`config.mk`:
```
export PLATFORM = sky130hd
export DESIGN_NAME = boot_loader
export DESIGN_NICKNAME = d
export VERILOG_FILES = /design/src/rtl/boot_loader_pkg.sv /design/src/rtl/byte_packer.sv /design/src/rtl/boot_loader.sv
export SDC_FILE = /design/constraint.sdc
export NUM_CORES = 1
export LEC_CHECK = 0
export ABC_AREA = 0
export BUFFER_PORTS_ARGS = -buffer_cell sky130_fd_sc_hd__clkbuf_2
export CAP_MARGIN = 10
export CORE_ASPECT_RATIO = 1.2
export CORE_MARGIN = 10
export CORE_UTILIZATION = 60
export DETAILED_ROUTE_END_ITERATION = 6
export GPL_TIMING_DRIVEN = 0
export PLACE_DENSITY_LB_ADDON = 0.25
export SLEW_MARGIN = 20
export SYNTH_ARGS = -nofsm -noshare
export SYNTH_HDL_FRONTEND = slang
export SYNTH_SLANG_ARGS = --single-unit
```
`constraint.sdc`:
```
create_clock -name clk -period 12.7 [get_ports clk]
set_input_delay 3.81 -clock clk [delete_from_list [all_inputs] [get_ports clk]]
set_output_delay 3.81 -clock clk [all_outputs]
set_load 0.02 [all_outputs]
```
`src/rtl/boot_loader_pkg.sv`:
```
// Shared types and constants for the boot_loader byte-stream program loader.
// The checksum feature is selected with the BOOT_LOADER_CHECKSUM_EN macro.
package boot_loader_pkg;

    typedef enum logic [2:0] {
        S_HDR_HI,
        S_HDR_LO,
        S_DATA,
        S_CHECK,
        S_HOLD,
        S_RUN,
        S_ERROR
    } boot_state_t;

    localparam int HDR_BYTES      = 2;
    localparam int CHECKSUM_WIDTH = 8;

    // States in which the loader is willing to take a byte from the stream.
    function automatic logic accepts_bytes(input boot_state_t s);
        return (s == S_HDR_HI) || (s == S_HDR_LO) || (s == S_DATA) || (s == S_CHECK);
    endfunction

endpackage

```
`src/rtl/byte_packer.sv`:
```
// Assembles a big-endian byte stream into DATA_WIDTH-bit words and flags
// the cycle in which the final byte of a word is shifted in.
module byte_packer
    import boot_loader_pkg::*;
#(
    parameter int DATA_WIDTH = 16
) (
    input  logic                  clk,
    input  logic                  reset,
    input  logic                  clear_i,
    input  logic                  shift_i,
    input  logic [7:0]            byte_i,
    output logic                  word_valid_o,
    output logic [DATA_WIDTH-1:0] word_o
);

    localparam int         BYTES     = DATA_WIDTH / 8;
    localparam logic [3:0] LAST_BYTE = 4'(BYTES - 1);

    logic [3:0] cnt_q, cnt_d;

    always_comb begin
        cnt_d = cnt_q;
        if (clear_i) begin
            cnt_d = '0;
        end else if (shift_i) begin
            cnt_d = (cnt_q == LAST_BYTE) ? 4'd0 : cnt_q + 4'd1;
        end
    end

    always_ff @(posedge clk or posedge reset) begin
        if (reset) begin
            cnt_q <= '0;
        end else begin
            cnt_q <= cnt_d;
        end
    end

    assign word_valid_o = shift_i && (cnt_q == LAST_BYTE);

    // The word is presented combinationally so the top can register the write
    // on the same edge that accepts the final byte.
    generate
        if (BYTES == 1) begin : g_single
            assign word_o = byte_i;
        end else begin : g_multi
            logic [DATA_WIDTH-9:0] prev_q;

            assign word_o = {prev_q, byte_i};

            always_ff @(posedge clk or posedge reset) begin
                if (reset) begin
                    prev_q <= '0;
                end else if (shift_i) begin
                    prev_q <= word_o[DATA_WIDTH-9:0];
                end
            end
        end
    endgenerate

endmodule

```
`src/rtl/boot_loader.sv`:
```
// Streams a program image into memory and holds the CPU in reset until done.
// Define BOOT_LOADER_CHECKSUM_EN to require a trailing modulo-256 checksum byte.
module boot_loader
    import boot_loader_pkg::*;
#(
    parameter int MEM_DEPTH     = 4096,
    parameter int ADDR_WIDTH    = $clog2(MEM_DEPTH),
    parameter int DATA_WIDTH    = 16,
    parameter int RELEASE_DELAY = 2
) (
    input  logic                  clk,
    input  logic                  reset,
    input  logic                  in_valid,
    input  logic [7:0]            in_data,
    output logic                  in_ready,
    input  logic                  reload,
    output logic                  mem_en,
    output logic                  mem_wr_en,
    output logic [ADDR_WIDTH-1:0] mem_addr,
    output logic [DATA_WIDTH-1:0] mem_din,
    output logic                  cpu_reset,
    output logic                  done,
    output logic                  error
);

`ifdef BOOT_LOADER_CHECKSUM_EN
    localparam boot_state_t POST_DATA = S_CHECK;
`else
    localparam boot_state_t POST_DATA = S_HOLD;
`endif

    localparam logic [31:0] REL_LAST = 32'(RELEASE_DELAY - 1);

    boot_state_t state_q, state_d;

    logic                  accept;
    logic                  reload_take;
    logic                  word_valid;
    logic [DATA_WIDTH-1:0] word;
    logic                  last_word;
    logic [16:0]           hdr_count;
    logic [16:0]           word_cnt_next;

    logic [7:0]            hdr_hi_q, hdr_hi_d;
    logic [15:0]           count_q, count_d;
    logic [ADDR_WIDTH-1:0] waddr_q, waddr_d;
    logic [16:0]           word_cnt_q, word_cnt_d;
    logic [31:0]           rel_cnt_q, rel_cnt_d;

    logic                  in_ready_q, in_ready_d;
    logic                  mem_we_q, mem_we_d;
    logic [ADDR_WIDTH-1:0] mem_addr_q, mem_addr_d;
    logic [DATA_WIDTH-1:0] mem_din_q, mem_din_d;
    logic                  cpu_reset_q, cpu_reset_d;
    logic                  done_q, done_d;
    logic                  error_q, error_d;

`ifdef BOOT_LOADER_CHECKSUM_EN
    logic [CHECKSUM_WIDTH-1:0] sum_q, sum_d, sum_next;
`endif

    assign accept        = in_valid && in_ready_q;
    assign reload_take   = reload && ((state_q == S_RUN) || (state_q == S_ERROR));
    assign hdr_count     = {1'b0, hdr_hi_q, in_data};
    assign word_cnt_next = word_cnt_q + 17'd1;
    assign last_word     = (word_cnt_next == {1'b0, count_q});

    byte_packer #(
        .DATA_WIDTH (DATA_WIDTH)
    ) u_packer (
        .clk          (clk),
        .reset        (reset),
        .clear_i      (reload_take),
        .shift_i      (accept && (state_q == S_DATA)),
        .byte_i       (in_data),
        .word_valid_o (word_valid),
        .word_o       (word)
    );

    always_ff @(posedge clk or posedge reset) begin
        if (reset) begin
            state_q <= S_HDR_HI;
        end else begin
            state_q <= state_d;
        end
    end

    always_comb begin
        state_d = state_q;
        case (state_q)
            S_HDR_HI: begin
                if (accept) state_d = S_HDR_LO;
            end
            S_HDR_LO: begin
                if (accept) begin
                    if (hdr_count > 17'(MEM_DEPTH)) begin
                        state_d = S_ERROR;
                    end else if (hdr_count == 17'd0) begin
                        state_d = POST_DATA;
                    end else begin
                        state_d = S_DATA;
                    end
                end
            end
            S_DATA: begin
                if (word_valid && last_word) state_d = POST_DATA;
            end
            S_CHECK: begin
`ifdef BOOT_LOADER_CHECKSUM_EN
                if (accept) state_d = (sum_next == '0) ? S_HOLD : S_ERROR;
`else
                state_d = S_HOLD;
`endif
            end
            S_HOLD: begin
                if (rel_cnt_q == REL_LAST) state_d = S_RUN;
            end
            S_RUN, S_ERROR: begin
                if (reload_take) state_d = S_HDR_HI;
            end
            default: state_d = S_HDR_HI;
        endcase
    end

    // Outputs are computed from the next state so that every port is a flop
    // and still changes on the same edge as the state it reflects.
    always_comb begin
        in_ready_d  = accepts_bytes(state_d);
        mem_we_d    = word_valid;
        mem_addr_d  = word_valid ? waddr_q : mem_addr_q;
        mem_din_d   = word_valid ? word : mem_din_q;
        cpu_reset_d = (state_d != S_RUN);
        done_d      = (state_d == S_RUN);
        error_d     = (state_d == S_ERROR);
    end

    always_comb begin
        hdr_hi_d   = hdr_hi_q;
        count_d    = count_q;
        waddr_d    = waddr_q;
        word_cnt_d = word_cnt_q;
        rel_cnt_d  = (state_q == S_HOLD) ? rel_cnt_q + 32'd1 : 32'd0;
        if (reload_take) begin
            waddr_d    = '0;
            word_cnt_d = '0;
        end else begin
            if (accept && (state_q == S_HDR_HI)) hdr_hi_d = in_data;
            if (accept && (state_q == S_HDR_LO)) count_d = hdr_count[15:0];
            if (word_valid) begin
                waddr_d    = waddr_q + ADDR_WIDTH'(1);
                word_cnt_d = word_cnt_next;
            end
        end
    end

`ifdef BOOT_LOADER_CHECKSUM_EN
    // Running sum covers header, payload and the checksum byte itself.
    assign sum_next = sum_q + in_data;

    always_comb begin
        sum_d = sum_q;
        if (reload_take) begin
            sum_d = '0;
        end else if (accept) begin
            sum_d = sum_next;
        end
    end

    always_ff @(posedge clk or posedge reset) begin
        if (reset) begin
            sum_q <= '0;
        end else begin
            sum_q <= sum_d;
        end
    end
`endif

    always_ff @(posedge clk or posedge reset) begin
        if (reset) begin
            hdr_hi_q   <= '0;
            count_q    <= '0;
            waddr_q    <= '0;
            word_cnt_q <= '0;
            rel_cnt_q  <= '0;
        end else begin
            hdr_hi_q   <= hdr_hi_d;
            count_q    <= count_d;
            waddr_q    <= waddr_d;
            word_cnt_q <= word_cnt_d;
            rel_cnt_q  <= rel_cnt_d;
        end
    end

    always_ff @(posedge clk or posedge reset) begin
        if (reset) begin
            in_ready_q  <= 1'b1;
            mem_we_q    <= 1'b0;
            mem_addr_q  <= '0;
            mem_din_q   <= '0;
            cpu_reset_q <= 1'b1;
            done_q      <= 1'b0;
            error_q     <= 1'b0;
        end else begin
            in_ready_q  <= in_ready_d;
            mem_we_q    <= mem_we_d;
            mem_addr_q  <= mem_addr_d;
            mem_din_q   <= mem_din_d;
            cpu_reset_q <= cpu_reset_d;
            done_q      <= done_d;
            error_q     <= error_d;
        end
    end

    assign in_ready  = in_ready_q;
    assign mem_en    = mem_we_q;
    assign mem_wr_en = mem_we_q;
    assign mem_addr  = mem_addr_q;
    assign mem_din   = mem_din_q;
    assign cpu_reset = cpu_reset_q;
    assign done      = done_q;
    assign error     = error_q;

endmodule

```
; ---- Word-level counts from Yosys, hierarchy flattened
; Cells that the tools add are included.
[word_totals]
output_inout_bits = 34
latchBits = 0
memories = 0
ramBits = 0
elab_cells = 71
in_bits = 12
mem_bits_ro = 0
ff_bits = 133
[classes]
reduce_logical = 19
muxes = 16
multipliers = 0
n_div = 0
n_bitwise = 1
n_eq_ne = 15
n_lt_le_gt_ge = 1
shift = 0
n_addsub = 4
[ops]
columns = operator, n
row1 = $mux W17, 2
row2 = $add A32 B1 Y32 const B, 1
row3 = $eq A32 B1 Y1 const B, 1
row4 = $mux W32, 1
row5 = $mux W12, 2
row6 = $mux W3, 7
row7 = $pmux W3 S6, 1
row8 = $add A17 B1 Y17 const B, 1
row9 = $eq A17 B16 Y1, 1
row10 = $logic_not A17 Y1, 1
row11 = $gt A16 B13 Y1 const B, 1
row12 = $eq A3 B3 Y1 const B, 5
row13 = $add A12 B1 Y12 const B, 1
row14 = $eq A3 B2 Y1 const B, 4
row15 = $mux W4, 3
row16 = $logic_and A1 B1 Y1, 7
row17 = $eq A3 B1 Y1 const B, 2
row18 = $logic_not A3 Y1, 2
row19 = $add A4 B1 Y4 const B, 1
row20 = $eq A4 B1 Y1 const B, 1
row21 = $logic_or A1 B1 Y1, 4
row22 = $reduce_and A2 Y1, 2
row23 = $reduce_bool A2 Y1, 2
row24 = $ne A3 B3 Y1 const B, 1
row25 = other kinds (2), 2

; ---- Logic depth before layout (Yosys ltp)
[logic_depth]
depth_word = 10
depth_mapped = 8
ltp_nobuf = 8

; ---- Cells and area by module
; A second synthesis with hierarchy kept.
[unflattened]
cells_unflattened = 587
hier_area_um2 = 6447.4
[by_module_without_submodules]
columns = module, n_inst, cells_each, area_per_inst_um2, seq_area_each_um2
row1 = boot_loader, 1, 537, 5855.6, 3030.4
row2 = byte_packer, 1, 50, 591.8, 300.3

; ---- Worst setup path before layout
; Ideal clock, no wire load.
[synth_timing]
path_kind = input to register
start = in in_valid
end = reg state_q[1]
cell_stages = 6
t_required_ps = 12563
path_buffers = 0
setup_time_ps = 137
arrival_ps = 5346
setup_slack_ps = 7218
cell_sequence = nand4b_4 > or4_4 > nor4_2 > o2111ai_1 > a2111oi_4 > a21oi_1
[synth_between]
elab_chain_cells = 6
elab_cells_between_ends = 8
cone_classes = mux (4) / reduce/logical (4)
[synth_rtl]
columns = item, line_no
row1 = from (decl), boot_loader.sv:13  ; input logic in_valid,
row2 = $logic_and A1 B1 Y1 (*), boot_loader.sv:62  ; assign accept = in_valid && in_ready_q;
row3 = $logic_and A1 B1 Y1, boot_loader.sv:74  ; .shift_i (accept && (state_q == S_DATA)),
row4 = $logic_and A1 B1 Y1, byte_packer.sv:39  ; assign word_valid_o = shift_i && (cnt_q == LAST_BYTE);
row5 = $logic_and A1 B1 Y1, boot_loader.sv:106  ; if (word_valid && last_word) state_d = POST_DATA;
row6 = $mux W3, boot_loader.sv:106
row7 = $pmux W3 S6 (*), boot_loader.sv:90  ; case (state_q)
row8 = via state_d[1], boot_loader.sv:34  ; boot_state_t state_q, state_d;
row9 = to (signal assigned), boot_loader.sv:84  ; state_q <= state_d;
row10 = to (decl), boot_loader.sv:34
; The timed path passes the listed nets; every way through them passes the cells marked *.
; A chain may end at the register's enable or synchronous reset.

; ---- Worst setup path in the final report
; Same ends and word-level chain as after synthesis.

==> impl_metrics.toml <==
[placement]
place.gp.congestion = 0.914
portBuffers = 45
placed_cells = 861
dpl.hpwl_mm = 10.8
place_area_um2 = 6910

[cells_and_area]
num_antenna_cells = 0
syn2layout_area_growth_pct = 15.6
nets = 769
design_area_um2 = 7510
final_util = 0.710
drive_above_1_share = 0.156
instances_no_fill = 893
fillers = 771

[worst_setup_path]
worstPathMaxFanout = 5
crit_path_start_kind = "primary input"
cp.required_ns = 12.98
cp.arrival_ns = 5.79
end_kind = "flop"
reg2reg_slack_ns = 9.86
critPathKind = "primary input to flop"

[yosys]
netlist_instances = 686
async_reset_ff_frac = 1.00
synth_top_family_by_area = "simple AND/OR/NAND/NOR gates"
synth_warnings = 0
synth_compound_area_frac = 0.0858
synthAdderAreaFrac = 0.0116
synthMuxAreaShare = 0.0432
synth-edff-count = 0
synth_fp_nets = 704
syn_area_um2 = 6490
ys_ff_latch = 133
synth_xor_area_frac = 0.0769
synth_cell_types = 51
synth.area.top_cells = "dfrtp_1, nand2_1, xor2_1"
yosys.area_share.simple = 0.241
synth-seq-area-share = 0.513
synth_ff_type = "dfrtp_1"
synth_top_area_cell = "dfrtp_1"
avgSynthCellArea_um2 = 9.46
synth_top_area_share = 0.505

[min_path]
hp-class = "flop to flop"

[timing]
hold_violations = 0
slew_violations = 0
worst_pin_slew_ns = 1.01
rsz0062_at_grt = "false"
maxSlewHeadroom = 0.320
fin_worst_skew_ns = 0.00894
fin_crit_ns = 5.51
finalSetupTns_ns = 0
fmax_ghz = 0.182
setup_viol = 0
finalCritPeriodShare = 0.434

[job]
max_cap_violations = 0

[floorplanning]
num_rows = 41
die_x_um = 115
die-area_um2 = 15400
start_util = 0.614
coreArea_um2 = 10600
num_io_pins = 46
die_h_um = 134

[pwr]
power_per_cell_area_nw_per_um2 = 183
p_leak_nw = 3.48
peakVddDrop_uv = 93.2
power.total_mw = 1.38

[routing]
vias = 5298
wirelength_mm = 15.5
wl_per_cell_um = 17.4
first_pass_iters = 5
first_iter_violations = 396
avgViaCountPerCell = 5.93
drcViolationCount = 0
drt.antenna.violating_nets = 0

[cts]
cts.sinks = 133
cts.repair.resized = 0
clkLatencyLatePin_ns = 0.42
clock_tree.buffer_depth = 2
cts_hold_buf = 0
h-tree-depth = 4
cts_made_buffers = 17
cts_tree = "yes"
post_cts_buffers = 0
clkTransAtPathRegs_ns = 0.06
clockRootBuffer = "clkbuf_16"

[grt]
antenna_found_initial = 0
grt_overflow = 0
grt_usage = 0.209
grt_pass1_vias = 5241
grt_pass1_wl_mm = 26.1
grt_max_degree = 112

[status]
outcome = "complete, no violations"
[critical path, cell delays in order]
cell and delay, ns:
clkbuf_2 0.13, nand4b_4 0.14, or4_4 0.57, nor4_2 0.31, o2111ai_1 0.21, a2111oi_4 0.49
a21oi_1 0.12
[synth_stat cells, types with 2 or more instances]
cell type and instances:
xnor2_1 23, and4_1 5, clkbuf_1 24, o21a_1 2, a22o_1 2, or3_1 13, nand3_1 29, a21o_1 2
and2_1 2, o31ai_1 5, dfstp_2 2, a31oi_1 5, dfrtp_1 131, nand2b_1 6, nor2_1 63, nor3b_1 2
nor2b_1 4, a211oi_1 3, nor4_2 2, mux2_2 24, nand2_1 141, a21oi_1 23, o31a_1 2, nand4_1 20
and3_1 12, o21ai_0 33, nor4_1 14, nor3_1 9, ha_1 6, nand3b_1 5, inv_1 13, buf_2 7
xor2_1 34
[registers in the layout, summed over array words and instances, names as in the netlist]
register,count
rel_cnt_q,32
in_ready,1
state_q,3
hdr_hi_q,8
word_cnt_q,17
u_packer.g_multi.prev_q,8
cpu_reset,1
mem_din,16
error,1
mem_en,1
u_packer.cnt_q,4
count_q,16
mem_addr,12
waddr_q,12
done,1
[stage by stage]
| stage | hold slack [ns] | setup WS [ns] |
|---|---|---|
| after floorplan | 0.446 | 5.34 |
| after global placement | 0.449 | 4.07 |
| after detailed placement | 0.456 | 6.39 |
| after CTS | 0.468 | 6.82 |
| after global routing | 0.492 | 7.03 |
| final | 0.461 | 7.19 |
[report_power, final]
part	switching, mW	internal, mW
Sequential	0.0642	0.506
Clock	0.183	0.299
Combinational	0.191	0.133
Total	0.438	0.938
[per-layer routing]
metal / vias up / part of all wire / GRT usage
met5: - / 0 / 0
met4: 0 / 0.038 / 0.108
met2: 187 / 0.52 / 0.346
met1: 2566 / 0.39 / 0.245
li1: 2498 / - / -
met3: 47 / 0.057 / 0.0504
[worst paths after layout]
check	end	depth (start not counted)	start
max in group asynchronous	count_q[0]$_DFFE_PP0P_	3	reset
worst min register to register	mem_addr[9]$_DFFE_PP0P_	2	mem_addr[9]$_DFFE_PP0P_
worst max register to register	word_cnt_q[11]$_DFFE_PP0P_	8	u_packer.cnt_q[1]$_DFFE_PP0P_
worst min-delay path	mem_addr[9]$_DFFE_PP0P_	2	mem_addr[9]$_DFFE_PP0P_
min in group asynchronous	mem_din[10]$_DFFE_PP0P_	2	reset
worst max-delay path	state_q[1]$_DFF_PP0_	7	in_valid
[cell families after synthesis]
kind of cell,Yosys count
multiplexers,25
XOR/XNOR,57
adder cells (fa/ha/maj),6
AND/OR/NAND/NOR,330
AO/OA/AOI/OAI,89
buffers and inverters,46
flip-flops,133
[placed cells by master (no fill, tap or decap), types with 3 or more instances in the layout]
master | Yosys | routed
nand3_1 | 29 | 29
nor4_2 | 2 | 3
nor3_1 | 9 | 9
a31oi_1 | 5 | 5
nand2b_1 | 6 | 6
nor2b_1 | 4 | 4
nor4_1 | 14 | 13
or3_1 | 13 | 13
mux2_2 | 24 | 24
nor2_1 | 63 | 63
clkinv_4 | 0 | 4
a21oi_1 | 23 | 23
xnor2_1 | 23 | 23
buf_2 | 7 | 7
xor2_1 | 34 | 34
nand3b_1 | 5 | 5
inv_1 | 13 | 12
dfrtp_1 | 131 | 131
clkbuf_16 | 0 | 17
a211oi_1 | 3 | 3
and4_1 | 5 | 5
clkbuf_1 | 24 | 25
nand2_1 | 141 | 141
o31ai_1 | 5 | 5
ha_1 | 6 | 6
and3_1 | 12 | 12
nand4_1 | 20 | 20
clkinv_2 | 0 | 4
o21ai_0 | 33 | 33
clkbuf_2 | 0 | 45
[layout make-up]
cell class / count / area, um^2 / area share
timing repair buffer: 46 / 253 / 0.0337
clock buffer: 20 / 457 / 0.0608
sequential: 133 / 3330 / 0.444
clock inverter: 12 / 130 / 0.0173
buffer: 33 / 136 / 0.0182
inverter: 13 / 56.3 / 0.00750
tap: 129 / 161 / 0.0215
multi-input combinational: 507 / 2980 / 0.397
No activity file was read; power rests on OpenSTA's default activity.
